===== src/rtl/spi_arb.sv =====
// spi_arb: round-robin arbiter sharing one SPI master between two requesters.
// Optional WAIT timeout (err reporting) is built when SPI_ARB_TIMEOUT_EN is defined.
module spi_arb (
   input  logic        clk,
   input  logic        rst_n,
   input  logic        req0,
   input  logic [2:0]  ss0,
   input  logic [15:0] data0,
   input  logic        req1,
   input  logic [2:0]  ss1,
   input  logic [15:0] data1,
   output logic        done0,
   output logic        done1,
   output logic [7:0]  rdata,
   output logic        busy,
   output logic        gnt,
   output logic        err,
   output logic        wrt_SPI,
   output logic [15:0] SPI_data,
   output logic [2:0]  ss,
   input  logic        SPI_done,
   input  logic [7:0]  EEP_data
);

   typedef enum logic [1:0] {
      IDLE,
      LAUNCH,
      WAIT,
      DONE
   } state_t;

   state_t      state_q, state_d;
   logic        gnt_q, gnt_d;
   logic        last_q, last_d;
   logic [2:0]  ss_q, ss_d;
   logic [15:0] data_q, data_d;
   logic        busy_q, busy_d;
   logic        wrt_q, wrt_d;
   logic        done0_q, done0_d;
   logic        done1_q, done1_d;
   logic [7:0]  rdata_q, rdata_d;
   logic        win;

`ifdef SPI_ARB_TIMEOUT_EN
   logic        err_q, err_d;
   logic [15:0] cnt_q, cnt_d;
`endif

   // Next-state and next-output computation for the arbitration FSM.
   always_comb begin
      state_d = state_q;
      gnt_d   = gnt_q;
      last_d  = last_q;
      ss_d    = ss_q;
      data_d  = data_q;
      busy_d  = busy_q;
      wrt_d   = 1'b0;
      done0_d = 1'b0;
      done1_d = 1'b0;
      rdata_d = rdata_q;
      win     = 1'b0;
`ifdef SPI_ARB_TIMEOUT_EN
      err_d   = err_q;
      cnt_d   = cnt_q;
`endif
      unique case (state_q)
         IDLE: begin
            if (req0 || req1) begin
               // A tie goes to whoever was not served last.
               win     = (req0 && req1) ? ~last_q : req1;
               gnt_d   = win;
               last_d  = win;
               ss_d    = win ? ss1 : ss0;
               data_d  = win ? data1 : data0;
               busy_d  = 1'b1;
               wrt_d   = 1'b1;
               state_d = LAUNCH;
            end
         end
         LAUNCH: begin
            state_d = WAIT;
`ifdef SPI_ARB_TIMEOUT_EN
            cnt_d   = '0;
`endif
         end
         WAIT: begin
`ifdef SPI_ARB_TIMEOUT_EN
            cnt_d = cnt_q + 16'd1;
            if (!SPI_done && cnt_q == 16'hFFFF) begin
               rdata_d = 8'h00;
               err_d   = 1'b1;
               done0_d = ~gnt_q;
               done1_d = gnt_q;
               state_d = DONE;
            end
`endif
            if (SPI_done) begin
               rdata_d = EEP_data;
               done0_d = ~gnt_q;
               done1_d = gnt_q;
               state_d = DONE;
`ifdef SPI_ARB_TIMEOUT_EN
               err_d   = 1'b0;
`endif
            end
         end
         DONE: begin
            busy_d  = 1'b0;
            state_d = IDLE;
         end
         default: begin
            state_d = IDLE;
         end
      endcase
   end

   // State and registered outputs; reset leaves requester 1 as last served.
   always_ff @(posedge clk or negedge rst_n) begin
      if (!rst_n) begin
         state_q <= IDLE;
         gnt_q   <= 1'b0;
         last_q  <= 1'b1;
         ss_q    <= 3'b000;
         data_q  <= 16'h0000;
         busy_q  <= 1'b0;
         wrt_q   <= 1'b0;
         done0_q <= 1'b0;
         done1_q <= 1'b0;
         rdata_q <= 8'h00;
`ifdef SPI_ARB_TIMEOUT_EN
         err_q   <= 1'b0;
         cnt_q   <= 16'h0000;
`endif
      end else begin
         state_q <= state_d;
         gnt_q   <= gnt_d;
         last_q  <= last_d;
         ss_q    <= ss_d;
         data_q  <= data_d;
         busy_q  <= busy_d;
         wrt_q   <= wrt_d;
         done0_q <= done0_d;
         done1_q <= done1_d;
         rdata_q <= rdata_d;
`ifdef SPI_ARB_TIMEOUT_EN
         err_q   <= err_d;
         cnt_q   <= cnt_d;
`endif
      end
   end

   assign done0    = done0_q;
   assign done1    = done1_q;
   assign rdata    = rdata_q;
   assign busy     = busy_q;
   assign gnt      = gnt_q;
   assign wrt_SPI  = wrt_q;
   assign SPI_data = data_q;
   assign ss       = ss_q;

`ifdef SPI_ARB_TIMEOUT_EN
   assign err = err_q;
`else
   assign err = 1'b0;
`endif

endmodule


===== config.mk =====
export PLATFORM = sky130hd
export DESIGN_NAME = spi_arb
export DESIGN_NICKNAME = d
export VERILOG_FILES = /design/src/rtl/spi_arb.sv
export SDC_FILE = /design/constraint.sdc
export NUM_CORES = 1
export LEC_CHECK = 0
export CAP_MARGIN = 10
export CELL_PAD_IN_SITES_DETAIL_PLACEMENT = 0
export CELL_PAD_IN_SITES_GLOBAL_PLACEMENT = 1
export CORE_MARGIN = 3
export CORE_UTILIZATION = 30
export CTS_CLUSTER_DIAMETER = 80
export DETAILED_ROUTE_END_ITERATION = 6
export PLACE_DENSITY_LB_ADDON = 0.05
export SLEW_MARGIN = 30
export SYNTH_ARGS = -nofsm -noshare
export SYNTH_HDL_FRONTEND = slang
export SYNTH_SLANG_ARGS = --single-unit

===== constraint.sdc =====
create_clock -name clk -period 4.09 [get_ports clk]
set_clock_uncertainty 0.05 [all_clocks]
set_input_delay 0.818 -clock clk [delete_from_list [all_inputs] [get_ports clk]]
set_output_delay 0.818 -clock clk [all_outputs]
set_load 0.005 [all_outputs]

==> summary.md <==
| Metric | Value |
|---|---|
| RSZ-0062 raised after global routing | `false` |
| Core Util, Final | `51.41%` |
| Initial core utilization | `32.28%` |
| Die Y | `78.69 um` |
| Vias per inst | `4.645` |
| Worst path slowest cell | `clkdlybuf4s50_1` |
| Yosys top cell area share | `53.67%` |
| WL per Instance | `14.62 um` |
| Skew-Pair Late Insertion Delay | `280 ps` |
| Async S/R FF share, synth | `100.0%` |
| Worst-path cell chain | `clkdlybuf4s50_1 -> o21ai_2 -> buf_4 -> inv_1 -> o22a_1` |
| Setup crit end kind | `flip-flop` |
| Avg Cell Area, Syn | `10.43 sq um` |
| CTS tree | `built` |
| Drt pass-1 iters | `4` |
| Drt drc | `0` |
| Clock slew at reported path FFs | `70 ps` |
| Hold Crit Depth | `1` |
| Initial antenna violation count | `0` |
| Post-route setup slack | `1721 ps` |
| Seq/Total Area, Yosys | `55.33%` |
| Wirelength, routed | `4.401 mm` |
| Via count | `1398` |
| Register bit total from synthesis | `35` |
| Share of post-route cells with drive strength above 1 | `13.68%` |
| Die W | `78.69 um` |
| Status | `complete, no violations` |
| Port Buffers | `82` |
| Routed Antenna Nets | `0` |
| Hold endpoint | `done0` |
| MaxCap Viol Count | `0` |
| Max incr delay on CP | `550 ps` |
| Yosys top cell by area | `dfrtp_1` |
| Cell count after synthesis | `152` |
| Slew @ Worst Pin | `782.0 ps` |
| Count leader, synth | `dfrtp_1` |
| Tot Pwr | `1.686 mW` |
| FF/Latch Area | `877.1 sq um` |
| Dpl hpwl | `3.171 mm` |
| Placed insts | `293` |
| Multi-input gate area | `640.6 sq um` |
| Worst flop-to-flop path endpoint | `ss[1]` |
| Reg2Reg Depth | `7` |
| Power density cells | `667.6 mW/mm^2` |
| Leakage | `1.076 nW` |
| FILL cells | `460` |
| Post-synth net total | `207` |
| Post-CTS setup buffers | `0` |
| Reg-to-reg slack, setup | `2120 ps` |
| Finish-stage setup viols | `0` |
| GP Congestion | `0.7248` |
| Ant diodes | `0` |
| Hold Fails Final Rpt | `0` |
| Hold slack final | `455.1 ps` |
| Top cells by area, synth | `dfrtp_1 (54%), a21oi_1 (9.2%), a21oi_2 (6.1%), mux2_2 (5.7%), nand2_1 (4.7%)` |
| TNS Setup | `0 ps` |
| Critical path class | `input pin to flip-flop` |
| Hold path start | `gnt` |
| First-pass GRT wire length | `7.238 mm` |
| RR Startpoint | `state_q[0]` |
| P&R area growth vs syn | `59.27%` |
| Final nets | `288` |
| # H-tree levels | `2` |
| VDD IR-drop max | `0.3693 mV` |
| I/O pins | `84` |
| Number of buffers created by CTS | `5` |
| Grt ovf | `0` |
| Clk buf depth | `2` |
| DP Area | `0.002436 sq mm` |
| Rel. slew slack | `47.87%` |
| Yosys cell types | `23` |
| EDFF count, synth | `0` |
| Final Critical Period | `2369 ps` |
| Vias in the first global route | `1495` |
| DP Worst Slack | `1348 ps` |
| Final std cells w/o fill | `301` |
| Tcrit/Tclk final | `57.92%` |
| CTS Sinks | `35` |
| Arr. time, crit path | `2500 ps` |
| Syn Std Cell Area | `0.001585 sq mm` |
| CP required | `4220 ps` |
| Hold-fix buffers, CTS | `0` |
| Total track usage | `14.94%` |
| Most used DFF post-synth | `dfrtp_1` |
| Slew Viols, Final | `0` |
| Fmax | `0.4221 GHz` |
| Final instance area | `0.002525 sq mm` |
| Synth Warn # | `0` |
| Largest net degree at the start of global routing | `36` |
| Initial DRC count | `79` |
| Core area | `0.004911 sq mm` |
| Post-CTS sizing | `0` |
| Synth cell count leaders | `dfrtp_1 (34), a21oi_1 (29), nand2_1 (20), nor2_1 (20), a21oi_2 (11)` |
| Clock root cell | `clkbuf_8` |
| Die area | `0.006192 sq mm` |
| Row count | `25` |
| CP max FO | `21` |
| Worst hold path class | `flip-flop to flip-flop` |
| Startpoint types | `input pin` |
-- sequential cells by signal, indices dropped and copies added, names as in the netlist --
name and count:
done1 1, state_q 2, wrt_SPI 1, ss 3, last_q 1, done0 1, gnt 1, rdata 8
SPI_data 16, busy 1
-- cells by family (layout without fill, tap and decap cells) --
family / count (synthesis) / in the layout / share of synthesized area (%)
compound gates: 47 / 47 / 19.02
fa+ha+maj: 4 / 4 / 3.157
buf+inv: 14 / 96 / 4.973
other cells: 1 / 1 / 0.2366
mux: 9 / 9 / 6.630
simple gates: 42 / 42 / 10.65
flops: 35 / 35 / 55.33
-- worst max path at each step --
stage | from | to | slack, ps | depth (start not counted)
global route | req0 | ss[1] | 1510 | 6
finish | req0 | busy | 1720 | 5
detailed placement | req1 | ss[2] | 1350 | 4
CTS | req1 | ss[2] | 1670 | 4
floorplan | req1 | state_q[1] | 2520 | 3
global placement | req1 | SPI_data[12] | 1480 | 4
-- worst max-delay path: cells and delay by family --
family / cells / cell delay (ps)
buf+inv: 3 / 1180
compound gates: 2 / 480
-- routing by layer --
layer | up-vias | routed length (um) | track usage, %
li1 | 666 | - | -
met1 | 672 | 1847 | 18.81
met2 | 56 | 2180 | 24.28
met3 | 4 | 345 | 5.556
met4 | 0 | 27 | 3.671
met5 | - | 0 | 0
-- power breakdown --
| part | total [mW] | leakage [nW] | switching (mW) | internal, mW |
|---|---|---|---|---|
| Clock | 0.243 | 0.0422 | 0.123 | 0.120 |
| Combinational | 0.822 | 0.629 | 0.335 | 0.488 |
| Sequential | 0.620 | 0.405 | 0.0982 | 0.522 |
-- cell type report --
class	instances	share of cell area, %
tap	67	3.320
clock buffer	7	3.023
clock inverter	1	0.1982
timing repair buffer	83	32.61
multi-input combinational	103	25.37
sequential	35	34.74
inverter	5	0.7433
-- layout by cell type (no fill, tap or decap) --
cell and instances:
clkbuf_8 5, inv_1 5, clkinv_2 1, and3_1 1, nand2_1 20, a31oi_1 1
buf_4 1, a21boi_4 1, o21ai_2 1, nor3b_2 1, ha_1 4, buf_2 1
mux2_2 8, mux2_4 1, o22a_1 1, o32a_1 1, dfrtp_1 34, nor2_1 20
conb_1 1, a21oi_1 29, a21bo_1 1, a21oi_2 11, clkbuf_1 2, a22o_1 1
dfstp_2 1, clkdlybuf4s50_1 81
No activity file was read; power rests on OpenSTA's default activity.
